<file path="config.mk">
export PLATFORM = sky130hd
export DESIGN_NAME = fwd_hazard_ctrl
export DESIGN_NICKNAME = d
export VERILOG_FILES = /design/src/rtl/fwd_pkg.sv /design/src/rtl/fwd_sel_gen.sv /design/src/rtl/fwd_hazard_ctrl.sv
export SDC_FILE = /design/constraint.sdc
export NUM_CORES = 1
export LEC_CHECK = 0
export CAP_MARGIN = 20
export CORE_ASPECT_RATIO = 0.6
export CORE_MARGIN = 3
export CORE_UTILIZATION = 45
export DETAILED_ROUTE_END_ITERATION = 8
export GPL_TIMING_DRIVEN = 1
export PLACE_DENSITY = 0.82
export SYNTH_ARGS = -nofsm -noshare
export SYNTH_HDL_FRONTEND = slang
export SYNTH_SLANG_ARGS = --single-unit
</file>
<file path="constraint.sdc">
create_clock -name clk -period 3 [get_ports clk]
set_clock_uncertainty 0.2 [all_clocks]
set_input_delay 0.3 -clock clk [delete_from_list [all_inputs] [get_ports clk]]
set_output_delay 0.3 -clock clk [all_outputs]
set_load 0.005 [all_outputs]
</file>
<file path="src/rtl/fwd_pkg.sv">
// Shared types for the forwarding / hazard controller: forwarding select
// codes, stall FSM states and the stall-counter width.
package fwd_pkg;

  // Operand source select for the execute stage
  typedef enum logic [1:0] {
    FWD_RF  = 2'b00,
    FWD_WB  = 2'b01,
    FWD_MEM = 2'b10
  } fwd_sel_t;

  // Load-use stall sequencer states
  typedef enum logic {
    ST_IDLE  = 1'b0,
    ST_STALL = 1'b1
  } hz_state_t;

  // Wide enough for LOAD_LAT-1 with LOAD_LAT up to 3
  localparam int CNT_W = 2;

endpackage

</file>
<file path="src/rtl/fwd_sel_gen.sv">
// One forwarding select for a single execute-stage source operand.
// A matching ALU result in M beats a matching result in W; a load sitting in
// M cannot forward because its data is not available yet.
module fwd_sel_gen
  import fwd_pkg::*;
#(
  parameter int REG_AW = 5
) (
  input  logic [REG_AW-1:0] rs,
  input  logic [REG_AW-1:0] rdm,
  input  logic              regwritem,
  input  logic              loadm,
  input  logic [REG_AW-1:0] rdw,
  input  logic              regwritew,
  output fwd_sel_t          sel
);

  logic m_hit;
  logic w_hit;

  assign m_hit = regwritem && !loadm && (rdm != '0) && (rdm == rs);
  assign w_hit = regwritew && (rdw != '0) && (rdw == rs);

  // Priority select: memory stage first, then writeback, else register file
  always_comb begin
    sel = FWD_RF;
    if (m_hit) begin
      sel = FWD_MEM;
    end else if (w_hit) begin
      sel = FWD_WB;
    end
  end

endmodule

</file>
<file path="src/rtl/fwd_hazard_ctrl.sv">
// Forwarding and hazard controller for a 5-stage pipeline.
// Tracks the destinations of the instructions in M and W with shadow
// registers, produces per-operand forwarding selects, and sequences
// LOAD_LAT-cycle load-use stalls. A resolved branch (FlushReq) wins over a
// load-use stall.
// Optional build macro HAZARD_STATS_EN adds saturating StallCnt / FwdCnt
// event counters; without it those ports and counters do not exist.
module fwd_hazard_ctrl
  import fwd_pkg::*;
#(
  parameter int NUM_SRC  = 2,
  parameter int REG_AW   = 5,
  parameter int LOAD_LAT = 1
) (
  input  logic                      clk,
  input  logic                      rst,
  input  logic [NUM_SRC*REG_AW-1:0] RsD,
  input  logic [NUM_SRC*REG_AW-1:0] RsE,
  input  logic [REG_AW-1:0]         RdE,
  input  logic                      RegWriteE,
  input  logic                      LoadE,
  input  logic                      FlushReq,
  output logic [NUM_SRC*2-1:0]      ForwardE,
  output logic                      StallF,
  output logic                      StallD,
  output logic                      FlushD,
  output logic                      FlushE
`ifdef HAZARD_STATS_EN
  ,
  output logic [31:0]               StallCnt,
  output logic [31:0]               FwdCnt
`endif
);

  logic [REG_AW-1:0] rdm_reg;
  logic              regwritem_reg;
  logic              loadm_reg;
  logic [REG_AW-1:0] rdw_reg;
  logic              regwritew_reg;

  hz_state_t         state_reg;
  logic [CNT_W-1:0]  cnt_reg;

  logic [NUM_SRC-1:0] rsd_hit;
  logic               load_use;
  logic               stall_act;

  // Per-operand forwarding select and decode-stage load-use compare
  generate
    for (genvar gi = 0; gi < NUM_SRC; gi++) begin : g_src
      fwd_sel_t sel;

      fwd_sel_gen #(
        .REG_AW(REG_AW)
      ) u_sel (
        .rs        (RsE[gi*REG_AW +: REG_AW]),
        .rdm       (rdm_reg),
        .regwritem (regwritem_reg),
        .loadm     (loadm_reg),
        .rdw       (rdw_reg),
        .regwritew (regwritew_reg),
        .sel       (sel)
      );

      assign ForwardE[gi*2 +: 2] = rst ? FWD_RF : sel;
      assign rsd_hit[gi]         = (RsD[gi*REG_AW +: REG_AW] == RdE);
    end
  endgenerate

  assign load_use = LoadE && (RdE != '0) && (|rsd_hit);

  // Detect is only honoured in IDLE; in STALL the counter alone decides
  assign stall_act = ((state_reg == ST_STALL) || load_use) && !FlushReq && !rst;

  assign StallF = stall_act;
  assign StallD = stall_act;
  assign FlushD = FlushReq && !rst;
  assign FlushE = (stall_act || FlushReq) && !rst;

  // Shadow pipeline E->M->W; a flushed E slot enters M as a bubble
  always_ff @(posedge clk or posedge rst) begin
    if (rst) begin
      rdm_reg       <= '0;
      regwritem_reg <= 1'b0;
      loadm_reg     <= 1'b0;
      rdw_reg       <= '0;
      regwritew_reg <= 1'b0;
    end else begin
      if (FlushE) begin
        rdm_reg       <= '0;
        regwritem_reg <= 1'b0;
        loadm_reg     <= 1'b0;
      end else begin
        rdm_reg       <= RdE;
        regwritem_reg <= RegWriteE;
        loadm_reg     <= LoadE;
      end
      rdw_reg       <= rdm_reg;
      regwritew_reg <= regwritem_reg;
    end
  end

  // Stall sequencer: detect cycle plus LOAD_LAT-1 STALL cycles
  always_ff @(posedge clk or posedge rst) begin
    if (rst) begin
      state_reg <= ST_IDLE;
      cnt_reg   <= '0;
    end else if (FlushReq) begin
      state_reg <= ST_IDLE;
      cnt_reg   <= '0;
    end else begin
      case (state_reg)
        ST_IDLE: begin
          if (load_use && (LOAD_LAT > 1)) begin
            state_reg <= ST_STALL;
            cnt_reg   <= CNT_W'(LOAD_LAT - 1);
          end
        end
        ST_STALL: begin
          cnt_reg <= cnt_reg - CNT_W'(1);
          if (cnt_reg <= CNT_W'(1)) begin
            state_reg <= ST_IDLE;
          end
        end
        default: begin
          state_reg <= ST_IDLE;
          cnt_reg   <= '0;
        end
      endcase
    end
  end

`ifdef HAZARD_STATS_EN
  logic [31:0] stall_cnt_reg;
  logic [31:0] fwd_cnt_reg;

  assign StallCnt = stall_cnt_reg;
  assign FwdCnt   = fwd_cnt_reg;

  // Saturating event counters for stall cycles and forwarding cycles
  always_ff @(posedge clk or posedge rst) begin
    if (rst) begin
      stall_cnt_reg <= '0;
      fwd_cnt_reg   <= '0;
    end else begin
      if (StallD && (stall_cnt_reg != '1)) begin
        stall_cnt_reg <= stall_cnt_reg + 32'd1;
      end
      if ((|ForwardE) && (fwd_cnt_reg != '1)) begin
        fwd_cnt_reg <= fwd_cnt_reg + 32'd1;
      end
    end
  end
`endif

endmodule

</file>
==> results of run 1 <==
## final timing paths
check	slack [ps]	cells past startpoint	to	from
setup reg to reg	1630	4	rdm_reg[4]$_DFF_PP0_	state_reg$_DFF_PP0_
hold / removal	180	0	regwritew_reg$_DFF_PP0_	regwritem_reg$_DFF_PP0_
hold reg to reg	180	0	regwritew_reg$_DFF_PP0_	regwritem_reg$_DFF_PP0_
setup / recovery	200	6	StallD	RdE[4]
min in group asynchronous	230	2	rdw_reg[0]$_DFF_PP0_	rst
max in group asynchronous	1930	3	rdw_reg[3]$_DFF_PP0_	rst
## per-layer routing
layer  share of wire  up-vias  GRT usage
met5               0        -          0
met4           0.022        0    0.07692
met3           0.058        6    0.04021
met2            0.48       35     0.3254
met1            0.43      413     0.2278
li1                -      421          -
## Yosys cell counts (2+ instances only)
cell type	number
sky130_fd_sc_hd__a211oi_1	2
sky130_fd_sc_hd__dfrtp_1	16
sky130_fd_sc_hd__inv_1	4
sky130_fd_sc_hd__nand2_1	3
sky130_fd_sc_hd__nand3_1	3
sky130_fd_sc_hd__nand4_1	3
sky130_fd_sc_hd__nor2_1	6
sky130_fd_sc_hd__nor2b_1	2
sky130_fd_sc_hd__nor3_1	6
sky130_fd_sc_hd__nor3b_1	5
sky130_fd_sc_hd__nor4_1	3
sky130_fd_sc_hd__xnor2_1	12
sky130_fd_sc_hd__xor2_1	19
## cell families after synthesis
logic type               after synthesis  synth area share
AND/OR/NAND/NOR                       35            0.2020
XOR/XNOR                              31            0.2757
flip-flops                            16            0.4066
AO/OA/AOI/OAI                          8           0.06989
buffers and inverters                  5           0.02287
multiplexers                           1           0.01017
adder cells (fa/ha/maj)                1           0.01270
## power groups by stage
stage / logic (mW) / clock network [mW] / registers (mW)
after floorplan: 0.0561 / 0 / 0.242
after global placement: 0.117 / 0 / 0.245
after detailed placement: 0.120 / 0 / 0.246
after CTS: 0.121 / 0.143 / 0.242
after global routing: 0.134 / 0.154 / 0.243
final: 0.122 / 0.138 / 0.242
## area by class of cell
type / instances / area, sq um
Clock buffer: 4 / 36.28
Fill cell: 148 / 511.7
Inverter: 4 / 15.01
Multi-Input combinational cell: 76 / 568.0
Sequential cell: 16 / 400.4
Tap cell: 28 / 35.03
Timing Repair Buffer: 39 / 385.4
## metrics by stage
| stage | util | setup WS, ps | hold slack (ps) | cells | instance area (sq um) |
|---|---|---|---|---|---|
| 2_1_floorplan | - | 1173 | 35.52 | 97 | 984.7 |
| 3_3_place_gp | 0.7160 | 216.5 | 153.1 | 163 | 1398 |
| 3_5_place_dp | 0.7160 | 218.3 | 154.8 | 163 | 1398 |
| 4_1_cts | 0.7346 | 207.8 | 177.1 | 167 | 1434 |
| 5_1_grt | 0.7378 | 56.45 | 202.5 | 167 | 1440 |
| 6_report | 0.7378 | 197.9 | 184.6 | 167 | 1440 |
## worst reg2reg max path, stage by stage, from the launching register on
cell and delay (ps):
sky130_fd_sc_hd__dfrtp_1 460, sky130_fd_sc_hd__nor2_1 130, sky130_fd_sc_hd__nor2_1 50, sky130_fd_sc_hd__buf_4 170
sky130_fd_sc_hd__nor3b_1 260
==> out/results.env, run 1 <==
CTS.PATH.MAX_BUFFERS=2
NETLIST_AREA_SQ_UM=984.7
SYNTH_ENABLE_FLOP_CELLS=0
INITIAL_CORE_UTIL=0.5045
VIAS=875
CTS_HTREE_LEVELS=1
ROOT_BUFFER_MASTER='sky130_fd_sc_hd__clkbuf_4'
YS.FLOP_TYPE='sky130_fd_sc_hd__dfrtp_1'
DP.FINAL_HPWL_MICRONS=1984
POSTROUTEANTENNANETS=0
FLOORPLAN.DIE.HEIGHT_MICRONS=42.24
CRITPATHBUFINV=2
MAX_FREQ_MHz=356.9
CELLINTERNALPOWER_mW=0.3731
MOST_COMMON_CELL_AFTER_LAYOUT_FILL_AND_TAPS_ASIDE='sky130_fd_sc_hd__clkdlybuf4s50_1'
CORE_AREA_SQ_UM=1952
WORSTSKEWPAIRLATENCY_PS=280
CTS.SINKS=16
FIRST_ITER_VIOLATIONS=19
VDD_IR_DROP_MAX_V=0.0001558
SETUP_REPAIR_AFTER_GLOBAL_ROUTING_MISSED_ITS_MARGIN='no'
CRIT_ARRIVAL_PS=2300
DIE-AREA_SQ_UM=2804
SETUP_VIOL=0
DRT_PASS1_ITERATIONS=4
NETLIST.TOP_CELL.BY_AREA='sky130_fd_sc_hd__dfrtp_1'
STATUS='finished clean'
CRIT_PATH_FREQUENT_CELL='sky130_fd_sc_hd__clkdlybuf4s50_1'
ROUTED_WIRE_LENGTH_PER_INSTANCE_MICRONS=14.65
ROUTE.DETAILED.VIAS_PER_INST=5.240
DRT_DRC_VIOLATIONS_LEFT=0
AREAL_POWER_DENSITY_OVER_THE_CELLS_nW_PER_UM2=349.0
NETLIST_INSTANCES=97
MAX-CAP-VIOLATIONS=0
FIRST_GLOBAL_VIAS=956
TIMING.CRITICAL_PATH.FROM_TYPE='input port'
AREA_DELTA_SYNTH_FINAL_PCT=46.25
REQUIRED_PS=2500
GRT_PASS1_WL_MICRONS=4064
LARGEST_NET_DEGREE_AT_THE_START_OF_GLOBAL_ROUTING=15
YS_FF_LATCH=16
IOS=38
SYNTH-ASYNC-RESET-RATIO=1.000
SYNTHDISTINCTLIBCELLS=26
CRITICAL-PATH-SLOWEST-CELL='sky130_fd_sc_hd__clkdlybuf4s50_1'
CP_MAX_FO=4
REPORT.FINAL.HOLD_VIOL_COUNT=0
CTS-RESIZED-GATES=0
CTS.REPORTEDPATHS.CLKPINSLEW_PS=90
COMBINATIONALPOWERSHARE=0.244
KIND_OF_CAPTURE_POINT_OF_THE_WORST_SETUP_PATH='output pin'
LEAKAGEPOWER_nW=0.5801
POST-CTS-SETUP-BUFFERS=0
GRT-OVFL-TOTAL=0
WORST_PATH_LARGEST_CELL_DELAY_PS=540
INSERTEDDIODECOUNT=0
MIN_PERIOD_OVER_PERIOD=0.9340
SETUP_TNS_PS=0
LAYOUT-DRIVE-GT1-SHARE=0.07914
PLACE.PORT_BUFFERS=37
DIE_WIDTH_MICRONS=66.39
TIMING.SLEW.HEADROOM=0.7344
HOLD_CLASS='reg2reg'
ROWS=12
FINALPOWER_mW=0.5026
TRACK_USAGE=0.1891
TIMING.CRITICAL_PATH.MAX_DELAY_FAMILY='buffers and inverters'
SYNTH_TOP_AREA_SHARE=0.4066
POST_SYNTH.CELL_AREA_AVG_SQ_UM=10.15
TRITONCTS='built'
GPL.FINAL_WEIGHTED_CONGESTION=0.8486
ROUTE.FINAL.WIRE_LENGTH_MICRONS=2447
POWER.SWITCHING_FRACTION=0.2576
FINALNETCOUNT=171
CTS-HOLD-FIX-BUFFERS=0
ANTENNA_FOUND_INITIAL=0
SWITCHING_POWER_mW=0.1295
SEQUENTIALPOWERSHARE=0.481
MAX_SLEW.WORST_PIN.SLEW_PS=394.8
CP_CELL_SEQUENCE='clkdlybuf4s50_1, xor2_1, nor4_1, nand3_1, a31oi_1, clkdlybuf4s50_1'
MOSTFREQUENTLAYOUTCELLS='37 x sky130_fd_sc_hd__clkdlybuf4s50_1, 19 x sky130_fd_sc_hd__xor2_1, 16 x sky130_fd_sc_hd__dfrtp_1'
CTS_BUFFERS=3
SYNTH_NETS=128
YOSYS_WARNINGS=0
CRITICAL_PATH_CLASS='in2out'
FINAL.MIN_CLOCK_PERIOD_PS=2802
CLOCKPOWERSHARE=0.275
YS_TOP_CELLS_BY_AREA='sky130_fd_sc_hd__dfrtp_1 41%, sky130_fd_sc_hd__xor2_1 17%, sky130_fd_sc_hd__xnor2_1 11%, sky130_fd_sc_hd__nor3b_1 3.8%, sky130_fd_sc_hd__nor3_1 3.0%'
REPORT.FINAL.SLEW_VIOL_COUNT=0
SYNTH.YOSYS.SEQ_AREA_SHARE=0.4066
Note: power is estimated with default switching activity, not from simulation.
==> inputs of run 2 (changes only) <==
--- a/config.mk
+++ b/config.mk
@@ -8,5 +8,4 @@
 export CAP_MARGIN = 20
 export CORE_ASPECT_RATIO = 0.6
-export CORE_MARGIN = 3
 export CORE_UTILIZATION = 45
 export DETAILED_ROUTE_END_ITERATION = 8
==> constraint.sdc (replaced) <==
create_clock -name clk -period 3 [get_ports clk]
set_clock_uncertainty 0.2 [all_clocks]
set_input_delay 0.6 -clock clk [delete_from_list [all_inputs] [get_ports clk]]
set_output_delay 0.6 -clock clk [all_outputs]
set_load 0.005 [all_outputs]
==> run 2 against run 1 <==
Compared with the run above: sequential power is essentially flat; via count grew 21%; wire length grew 30%; cell count grew 17%; power grew 8.4%; register-to-register slack lost 100 ps; cell area grew 16%; clock power grew 9%; largest cell class unchanged; largest power group unchanged.
==> out/results.env, run 2 (synthesized netlist as in run 1, its figures left out) <==
TIMING.CRITICAL_PATH.FROM_TYPE='input port'
LAYOUT-DRIVE-GT1-SHARE=0.2754
POWER.SWITCHING_FRACTION=0.2826
CRITICAL-PATH-SLOWEST-CELL='sky130_fd_sc_hd__clkdlybuf4s50_1'
DRT_DRC_VIOLATIONS_LEFT=0
CTS.PATH.MAX_BUFFERS=2
VDD_IR_DROP_MAX_V=0.0001776
INSERTEDDIODECOUNT=0
N_FILL_CELL=111
CP_MAX_FO=3
CRIT_ARRIVAL_PS=2140
DP.FINAL_HPWL_MICRONS=2035
FIRST_ITER_VIOLATIONS=67
CRIT_PATH_FREQUENT_CELL='sky130_fd_sc_hd__buf_4'
TRITONCTS='built'
PLACE.PORT_BUFFERS=37
WORST_R2R_PATH_DEPTH=4
WORST_PATH_LARGEST_CELL_DELAY_PS=430
ROOT_BUFFER_MASTER='sky130_fd_sc_hd__clkbuf_4'
FIRST_GLOBAL_VIAS=1060
TRACK_USAGE=0.2919
COMBINATIONALPOWERSHARE=0.284
CTS_BUFFERS=3
DRT_PASS1_ITERATIONS=4
FLOORPLAN.DIE.HEIGHT_MICRONS=38.24
ROUTE.FINAL.WIRE_LENGTH_MICRONS=3175
ANTENNA_FOUND_INITIAL=0
REPORT.FINAL.HOLD_VIOL_COUNT=0
GRT-OVFL-TOTAL=0
MOST_COMMON_CELL_AFTER_LAYOUT_FILL_AND_TAPS_ASIDE='sky130_fd_sc_hd__buf_4'
SETUP_REPAIR_AFTER_GLOBAL_ROUTING_MISSED_ITS_MARGIN='no'
CLOCKPOWERSHARE=0.276
GRT_PASS1_WL_MICRONS=4940
SETUP_VIOL=0
MAX_FREQ_MHz=340.6
CTS_HTREE_LEVELS=1
KIND_OF_CAPTURE_POINT_OF_THE_WORST_SETUP_PATH='output pin'
FINAL.MIN_CLOCK_PERIOD_PS=2936
DP_CELLS=184
CELLINTERNALPOWER_mW=0.3909
DIE_WIDTH_MICRONS=62.39
ROUTE.DETAILED.VIAS_PER_INST=5.415
MAX-CAP-VIOLATIONS=0
AREAL_POWER_DENSITY_OVER_THE_CELLS_nW_PER_UM2=325.7
AREA_DELTA_SYNTH_FINAL_PCT=69.89
CTS.SINKS=16
REQUIRED_PS=2200
CRITICAL_PATH_CLASS='in2out'
DIE-AREA_SQ_UM=2385
POSTROUTEANTENNANETS=0
FINALPOWER_mW=0.5448
TIMING.SLEW.HEADROOM=0.8005
ROWS=12
FINALNONFILLERCELLS=195
VIAS=1056
IOS=38
MAX_SLEW.WORST_PIN.SLEW_PS=297.5
LEAKAGEPOWER_nW=0.8024
REPORT.FINAL.SLEW_VIOL_COUNT=0
CTS.REPORTEDPATHS.CLKPINSLEW_PS=100
FINALNETCOUNT=199
ROUTED_WIRE_LENGTH_PER_INSTANCE_MICRONS=16.28
INITIAL_CORE_UTIL=0.5045
HOLD_PATH_DEPTH=0
SEQUENTIALPOWERSHARE=0.440
HOLD_CLASS='reg2reg'
CP_CELL_SEQUENCE='clkdlybuf4s50_1, buf_4, nor3_2, nand2_1, buf_4, a21o_1, dlygate4sd2_1'
STATUS='finished clean'
CORE_AREA_SQ_UM=1952
MOSTFREQUENTLAYOUTCELLS='31 x sky130_fd_sc_hd__buf_4, 19 x sky130_fd_sc_hd__xor2_1, 18 x sky130_fd_sc_hd__clkdlybuf4s50_1'
GPL.FINAL_WEIGHTED_CONGESTION=0.8595
LARGEST_NET_DEGREE_AT_THE_START_OF_GLOBAL_ROUTING=11
MIN_PERIOD_OVER_PERIOD=0.9787
WORSTSKEWPAIRLATENCY_PS=300
SWITCHING_POWER_mW=0.1540
[run 2: critical path, delay by kind of cell]
kind | cells | cell delay (ps)
buffers and inverters | 4 | 1040
AOI/OAI and AO/OA | 1 | 170
and+or+nand+nor | 2 | 330
[run 2: cell type report]
class                      count  area, sq um  share of cell area
multi-input combinational     76        596.8              0.3568
tap                           28        35.03             0.02094
sequential                    16        400.4              0.2393
inverter                       4        15.01            0.008975
clock buffer                   4        36.28             0.02169
timing repair buffer          67        589.3              0.3523
[run 2: repair_timing]
| item | 4_1_cts | 5_1_grt |
|---|---|---|
| pin swaps | 9 | 6 |
| cloned | 0 | 0 |
| hold buffers | 0 | 0 |
| gates resized for setup | 19 | 9 |
| endpoints found under the setup margin | 7 | 5 |
| setup buffers | 7 | 1 |
[run 2: final timing paths]
| path | start | endpoint | slack [ps] |
|---|---|---|---|
| hold / removal | regwritem_reg$_DFF_PP0_ | regwritew_reg$_DFF_PP0_ | 180 |
| setup reg to reg | state_reg$_DFF_PP0_ | loadm_reg$_DFF_PP0_ | 1530 |
| min in group asynchronous | rst | rdw_reg[2]$_DFF_PP0_ | 320 |
| max in group asynchronous | rst | rdm_reg[3]$_DFF_PP0_ | 2130 |
| hold reg to reg | regwritem_reg$_DFF_PP0_ | regwritew_reg$_DFF_PP0_ | 180 |
| setup / recovery | RdE[0] | FlushE | 60 |
[run 2: metrics by stage]
| stage | worst slack, ps | utilization | hold WS, ps | area (sq um) | setup TNS (ps) |
|---|---|---|---|---|---|
| 4_1_cts | 5.438 | 0.8487 | 180.9 | 1657 | 0 |
| 2_1_floorplan | 626.2 | - | 146.5 | 984.7 | 0 |
| 6_report | 63.75 | 0.8571 | 178.3 | 1673 | 0 |
| 5_1_grt | 4.762 | 0.8571 | 189.8 | 1673 | 0 |
| 3_5_place_dp | -371.8 | 0.7968 | 174.0 | 1555 | -1323 |
| 3_3_place_gp | -303.1 | 0.7968 | 157.8 | 1555 | -1123 |
[run 2: metal layers]
layer / vias up / GRT usage / wire [microns]
li1: 483 / - / -
met1: 494 / 0.3371 / 1309
met2: 67 / 0.5495 / 1562
met3: 12 / 0.06250 / 233
met4: 0 / 0.1221 / 71
met5: - / 0 / 0
[run 2: power by group through the flow]
stage | Clock, mW | Combinational (mW) | Sequential (mW)
4_1_cts | 0.155 | 0.150 | 0.239
3_3_place_gp | 0 | 0.136 | 0.245
3_5_place_dp | 0 | 0.139 | 0.246
2_1_floorplan | 0 | 0.0561 | 0.242
5_1_grt | 0.162 | 0.166 | 0.241
6_report | 0.151 | 0.155 | 0.240
==> inputs of run 3 (changes only) <==
Settings changed: CORE_MARGIN from default to 2.
==> run 3 against run 2 <==
Compared with the run above: wire length decreased by 20%; sequential share of layout area increased by 0.66 points; largest power group unchanged; non-clock buffer count decreased by 3; combinational power decreased by 5%; largest cell class unchanged; critical path type unchanged.
==> out/results.env, run 3 (synthesized netlist as in run 1, its figures left out) <==
STATUS='finished clean'
INSERTEDDIODECOUNT=0
SETUP_VIOL=0
CRITICAL_PATH_CLASS='in2out'
LEAKAGEPOWER_nW=0.7548
REPORT.FINAL.HOLD_VIOL_COUNT=0
MAX-CAP-VIOLATIONS=0
SETUP_TNS_PS=0
FINAL.MIN_CLOCK_PERIOD_PS=2951
TRACK_USAGE=0.2032
ROUTED_WIRE_LENGTH_PER_INSTANCE_MICRONS=13.19
AREAL_POWER_DENSITY_OVER_THE_CELLS_nW_PER_UM2=298.2
CRIT_ARRIVAL_PS=2150
INITIAL_CORE_UTIL=0.4657
TIMING.CRITICAL_PATH.FROM_TYPE='input port'
CTS_HTREE_LEVELS=1
FIRST_GLOBAL_VIAS=947
KIND_OF_CAPTURE_POINT_OF_THE_WORST_SETUP_PATH='output pin'
WORSTSKEWPAIRLATENCY_PS=270
MOST_COMMON_CELL_AFTER_LAYOUT_FILL_AND_TAPS_ASIDE='sky130_fd_sc_hd__buf_4'
GPL.FINAL_WEIGHTED_CONGESTION=0.9221
LAYOUT-DRIVE-GT1-SHARE=0.2454
LARGEST_NET_DEGREE_AT_THE_START_OF_GLOBAL_ROUTING=17
TIMING.SLEW.HEADROOM=0.8099
ROWS=13
IOS=38
DIE_WIDTH_MICRONS=64.39
CTS_BUFFERS=3
FINALNETCOUNT=196
CP_MAX_FO=2
GRT_PASS1_WL_MICRONS=3884
CTS.SINKS=16
FIN_WORST_HOLD_SLACK_PS=178.0
PLACE.PORT_BUFFERS=37
FLOORPLAN.DIE.HEIGHT_MICRONS=40.24
FIN_WS_PS=48.69
FINALCOREUTILIZATION=0.7722
HOLD_CLASS='reg2reg'
DRT_DRC_VIOLATIONS_LEFT=0
DPL_WORST_SLACK_PS=-360.8
TRITONCTS='built'
MOSTFREQUENTLAYOUTCELLS='27 x sky130_fd_sc_hd__buf_4, 19 x sky130_fd_sc_hd__xor2_1, 19 x sky130_fd_sc_hd__clkdlybuf4s50_1'
MIN_PERIOD_OVER_PERIOD=0.9838
MAX_SLEW.WORST_PIN.SLEW_PS=282.9
AREA_DELTA_SYNTH_FINAL_PCT=65.82
POST_PLACE_CELL_AREA_SQ_UM=1543
VDD_IR_DROP_MAX_V=0.0002223
POSTROUTEANTENNANETS=0
CTS.PATH.MAX_BUFFERS=2
DIE-AREA_SQ_UM=2591
ROUTE.FINAL.WIRE_LENGTH_MICRONS=2546
REQUIRED_PS=2200
MAX_FREQ_MHz=338.8
REPORT.FINAL.SLEW_VIOL_COUNT=0
N_FILL_CELL=162
CTS-HOLD-FIX-BUFFERS=0
FIRST_ITER_VIOLATIONS=25
VIAS=969
DP.FINAL_HPWL_MICRONS=2036
ANTENNA_FOUND_INITIAL=0
ROUTE.DETAILED.VIAS_PER_INST=5.021
POSTLAYOUTCELLAREA_SQ_UM=1633
DRT_PASS1_ITERATIONS=4
ROOT_BUFFER_MASTER='sky130_fd_sc_hd__clkbuf_4'
CORE_AREA_SQ_UM=2115
GRT-OVFL-TOTAL=0
CTS.REPORTEDPATHS.CLKPINSLEW_PS=90
## run 3: cell count changes in the layout (fill, tap and decap cells not counted), sizes merged
cell / change
dlymetal6s2s: -4
clkdlybuf4s50: +1
clkbuf: -2
buf: -4
dlygate4sd2: +5
## run 3: layout make-up
| type | instances | area [sq um] | share of cell area |
|---|---|---|---|
| Tap cell | 30 | 37.54 | 0.02299 |
| Sequential cell | 16 | 401.6 | 0.2460 |
| Clock buffer | 3 | 22.52 | 0.01379 |
| Inverter | 4 | 15.01 | 0.009195 |
| Multi-Input combinational cell | 76 | 598.1 | 0.3663 |
| Timing Repair Buffer | 64 | 558.0 | 0.3418 |
## run 3: final timing paths
| check | from | end | slack [ps] | depth (start not counted) |
|---|---|---|---|---|
| worst min register to register | regwritem_reg$_DFF_PP0_ | regwritew_reg$_DFF_PP0_ | 180 | 0 |
| worst min-delay path | regwritem_reg$_DFF_PP0_ | regwritew_reg$_DFF_PP0_ | 180 | 0 |
| worst max register to register | state_reg$_DFF_PP0_ | regwritem_reg$_DFF_PP0_ | 1680 | 4 |
| min in group asynchronous | rst | rdm_reg[0]$_DFF_PP0_ | 500 | 4 |
| worst max-delay path | RsE[3] | ForwardE[0] | 50 | 8 |
| max in group asynchronous | rst | rdm_reg[3]$_DFF_PP0_ | 1910 | 4 |
## run 3: per-stage QoR
stage / power, mW / cells
finish: 0.4868 / 193
global route: 0.5131 / 193
CTS: 0.4837 / 191
detailed placement: 0.3827 / 184
global placement: 0.3777 / 184
floorplan: 0.2980 / 97
## run 3: routing by layer
metal  part of all wire  GRT usage
met1               0.41     0.2280
met2               0.49     0.3880
met5                  0          0
met3              0.088    0.06180
met4              0.016    0.06915
## run 3: critical path: stages
cell and delay [ps]:
sky130_fd_sc_hd__clkdlybuf4s50_1 490, sky130_fd_sc_hd__xnor2_1 130, sky130_fd_sc_hd__nand3_1 100, sky130_fd_sc_hd__nor4_2 280, sky130_fd_sc_hd__buf_4 160, sky130_fd_sc_hd__buf_4 90
sky130_fd_sc_hd__nor4_2 30, sky130_fd_sc_hd__dlygate4sd2_1 270
## run 3: timing repair
item                                   4_1_cts  5_1_grt
setup endpoints to repair                    7        4
buffers inserted                             4        2
gates resized for setup                     19        6
endpoints found under the hold margin        0        0
pin swaps                                   11        6
## run 3: power breakdown
group | switching [mW] | internal, mW
Sequential | 0.0113 | 0.228
Combinational | 0.0604 | 0.0863
Clock | 0.0546 | 0.0462
Total | 0.126 | 0.360
